===== src/rtl/req_pkg.sv =====
// Shared types and defaults for the request encoder.
package req_pkg;

  typedef enum logic {
    MODE_PRIORITY = 1'b0,
    MODE_UNIQUE   = 1'b1
  } mode_e;

  typedef enum logic {
    IDLE = 1'b0,
    HOLD = 1'b1
  } state_e;

  localparam int unsigned DEF_N = 8;
  localparam int unsigned DEF_W = 3;

endpackage


===== src/rtl/prio_enc_comb.sv =====
// Combinational lowest-index encoder with any/overlap detection.
module prio_enc_comb #(
  parameter int unsigned N = 8,
  parameter int unsigned W = 3
) (
  input  logic [N-1:0] vec,
  output logic [W-1:0] idx,
  output logic         any,
  output logic         multi
);

  // Scan from the top down so the lowest set index is the last one written.
  always_comb begin
    idx = '0;
    for (int i = N - 1; i >= 0; i--) begin
      if (vec[i]) idx = i[W-1:0];
    end
  end

  assign any   = |vec;
  assign multi = ($countones(vec) > 1);

endmodule


===== src/rtl/req_encoder.sv =====
// Sticky request capture with lowest-index grant and valid/ready handoff.
//   state | meaning
//   IDLE  | no grant held; code keeps its last value
//   HOLD  | code is a pending grant, valid=1 until accepted
module req_encoder
  import req_pkg::*;
#(
  parameter int unsigned N    = DEF_N,
  parameter int unsigned W    = DEF_W,
  parameter mode_e       MODE = MODE_PRIORITY
) (
  input  logic         clk,
  input  logic         rst,
  input  logic [N-1:0] req,
  input  logic         ready,
  output logic [W-1:0] code,
  output logic         valid,
  output logic         multi_err,
  output logic [7:0]   grant_cnt
);

  localparam logic UNIQ = (MODE == MODE_UNIQUE);

  state_e         state, state_nxt;
  logic [N-1:0]   pnd, pnd_nxt, clr;
  logic [W-1:0]   code_nxt, sel_idx;
  logic           merr_nxt, sel_any, sel_multi, acc;
  logic [7:0]     cnt_nxt;

  // Set wins over the acceptance clear, so req is ORed in after the clear.
  always_comb begin
    acc = (state == HOLD) && ready;
    clr = '0;
    if (acc) clr[code] = 1'b1;
    pnd_nxt = (pnd & ~clr) | req;
  end

  prio_enc_comb #(.N(N), .W(W)) u_enc (
    .vec   (pnd_nxt),
    .idx   (sel_idx),
    .any   (sel_any),
    .multi (sel_multi)
  );

  always_comb begin
    state_nxt = state;
    code_nxt  = code;
    merr_nxt  = 1'b0;
    cnt_nxt   = grant_cnt;
    case (state)
      IDLE: begin
        if (sel_any) begin
          state_nxt = HOLD;
          code_nxt  = sel_idx;
          merr_nxt  = UNIQ && sel_multi;
        end
      end
      HOLD: begin
        if (acc) begin
          cnt_nxt = grant_cnt + 8'd1;
          if (sel_any) begin
            code_nxt = sel_idx;
            merr_nxt = UNIQ && sel_multi;
          end else begin
            state_nxt = IDLE;
          end
        end
      end
      default: state_nxt = IDLE;
    endcase
  end

  always_ff @(posedge clk) begin
    if (rst) begin
      state     <= IDLE;
      pnd       <= '0;
      code      <= '0;
      multi_err <= 1'b0;
      grant_cnt <= 8'd0;
    end else begin
      state     <= state_nxt;
      pnd       <= pnd_nxt;
      code      <= code_nxt;
      multi_err <= merr_nxt;
      grant_cnt <= cnt_nxt;
    end
  end

  assign valid = (state == HOLD);

endmodule


===== config.mk =====
export PLATFORM = sky130hd
export DESIGN_NAME = req_encoder
export DESIGN_NICKNAME = d
export VERILOG_FILES = /design/src/rtl/req_pkg.sv /design/src/rtl/prio_enc_comb.sv /design/src/rtl/req_encoder.sv
export SDC_FILE = /design/constraint.sdc
export NUM_CORES = 1
export LEC_CHECK = 0
export BUFFER_PORTS_ARGS = -buffer_cell sky130_fd_sc_hd__buf_2
export CORE_MARGIN = 2
export CORE_UTILIZATION = 30
export DETAILED_ROUTE_END_ITERATION = 8
export GPL_ROUTABILITY_DRIVEN = 0
export SLEW_MARGIN = 25
export SYNTH_ARGS = -nofsm -noshare
export SYNTH_HDL_FRONTEND = slang
export SYNTH_HIERARCHICAL = 1
export SYNTH_SLANG_ARGS = --single-unit

===== constraint.sdc =====
create_clock -name clk -period 3.3 [get_ports clk]
set_input_delay 0.66 -clock clk [delete_from_list [all_inputs] [get_ports clk]]
set_output_delay 0.66 -clock clk [all_outputs]
set_load 0.05 [all_outputs]

==> results by group <==
Timing
  – Worst setup margin: ~1200 ps
  – Layout Skew: ~7.0 ps
  – RSZ-0062 raised after global routing: no
  – Total Neg Setup Slack: 0 ps
  – Pins Over Slew Limit: 0
  – Max frequency: 481.4 MHz
  – Hold Fails Final Rpt: 0
  – Setup Viol. Count Final: 0
  – Min Clock Period, post-route: 2077 ps
  – Final critical-path share of the clock period: a little over three fifths

Cells and area
  – Register area: between 400 and 500 µm²
  – Final #Nets: approximately 160
  – Area grow syn2layout: 21.46%
  – Fillcell total: ~330
  – Layout cells sized above 1: 20.14%
  – Area of the multi-input gates: between 400 and 500 µm²
  – Final Non-Filler Cells: 188
  – Ant diodes: 0
  – Fin area: between 1000 and 1500 µm²

Critical path
  – Worst path required time: between 3000 and 4000 ps
  – Slowest cell delay on critical path: between 400 and 500 ps
  – Crit Path Class: register to register
  – WP data arrival: 2330 ps
  – Worst-path fanout max: 9
  – Crit. End Element: register
  – Worst setup SP type: register
  – CP max stage cell: dfxtp_1
  – Cell mode on critical path: o21ai_0
  – Cell chain of the critical path: nand3b_1 -> o21ai_0 -> nand2_1 -> nor4_2 -> nand3_1 -> inv_1 -> o21ai_0 -> a21oi_1

CTS
  – Worst-path clk slew: 120 ps
  – H-tree levels: 1
  – # resized after CTS: 0
  – Setup Buffers After CTS: 0
  – Sink Count: 20
  – CTS tree: yes
  – CTS Hold Bufs: 0
  – Num CTS Buffers: 3
  – CTS root buffer: clkbuf_4
  – Clock Path Buffers: 2
  – Clk_lat worst skew: 310 ps

GRT
  – Global-route wire length before repair: around 3400 µm
  – Pin count of the biggest net entering global routing: 21
  – Total gr overflow: 0
  – GR Util All Layers: 12.64%
  – Vias in the first global route: around 750
  – Initial antenna violation count: 0

Floorplanning
  – IO Count: 24
  – Starting Density: slightly above 30%
  – Die area: around 3600 µm²
  – Die Ht: 60.12 µm
  – Core area: roughly 3000 µm²
  – Row cnt: 20
  – Die Wd: about 60 µm

Route
  – Residual DRC: 0
  – Via-to-Cell Ratio: 4.654
  – DRT iter0 DRCs: 24
  – Wirelength, routed: a little over 2000 µm
  – Final ANT Viol Nets: 0
  – Wirelength per Cell: between 10 and 15 µm
  – DR vias: about 900
  – Drt first pass iters: 4

Power
  – Peak supply drop: about 0.14 mV
  – PD cells: roughly 460 nW/µm²
  – Final Power: 0.5266 mW
  – Leakage: 0.5148 nW

Logic synthesis
  – Cells after Synth: roughly 120
  – Post-Syn Area: approximately 940 µm²
  – Ys Warns: 6
  – Syn Area/Cell: approximately 7.8 µm²
  – Synthesized net count: roughly 130

Placed design
  – Post-Place Cells: approximately 180
  – DP Area: approximately 1100 µm²
  – Hpwl dp: between 1500 and 2000 µm
  – Post-place setup slack: between 800 and 900 ps
  – Port Buffers: 22

Run status
  – Outcome: completed

Job
  – MaxCap Viol Count: 0

Hold path
  – Worst Hold Class: register to register
==> worst paths after layout <==
check,startpoint,endpoint,slack (ps),cells past startpoint
min,grant_cnt[7],grant_cnt[7],490,2
max,valid,code[1],1220,8
min reg2reg,grant_cnt[7],grant_cnt[7],490,2
max reg2reg,valid,code[1],1220,8
==> layout by cell type (no fill, tap or decap), types with 2 or more instances in the layout <==
master    count
nand3_1       8
ha_1          2
buf_2        22
or3_1         4
nor2_1        3
o21ai_0      14
clkbuf_4      3
dfxtp_1      20
inv_1        16
a21oi_1      19
o31ai_1       3
nand2b_1      2
nand2_1      12
==> layer usage <==
layer | GRT usage (%) | up-vias | routed length (µm)
li1 | - | 464 | -
met1 | 16.67 | 393 | 972
met2 | 19.41 | 14 | 979
met3 | 3.030 | 4 | 67
met4 | 5.714 | 0 | 40
met5 | 0 | - | 0
==> critical path, delay by kind of cell, from the launching register on <==
kind | cells | cell delay, ps
compound gates | 3 | 530
buf+inv | 1 | 130
flops | 1 | 490
simple gates | 4 | 870
==> cell type report <==
type                       instances  share of cell area, %
clock inverter                     1                  2.617
timing repair buffer              22                  9.597
sequential                        20                  34.90
tap                               44                  4.798
multi-input combinational         82                  40.89
inverter                          16                  5.234
clock buffer                       3                  1.963
==> state kept, by name, summed over array words and instances, names as in the netlist <==
| signal | flops |
|---|---|
| pnd | 8 |
| valid | 1 |
| code | 3 |
| grant_cnt | 8 |
==> where the power goes <==
part           switching [mW]  total [mW]  leakage, nW  internal, mW
sequential            0.00678       0.259        0.165         0.252
clock                  0.0810       0.204       0.0279         0.123
combinational          0.0442      0.0642        0.322        0.0200
==> stage by stage <==
stage	hold WS, ps	util [%]
2_1_floorplan	457.3	-
5_1_grt	509.1	37.89
4_1_cts	493.1	37.89
6_report	488.1	37.89
3_3_place_gp	459.5	36.16
3_5_place_dp	472.3	36.16
(Power assumes the default switching activity.)
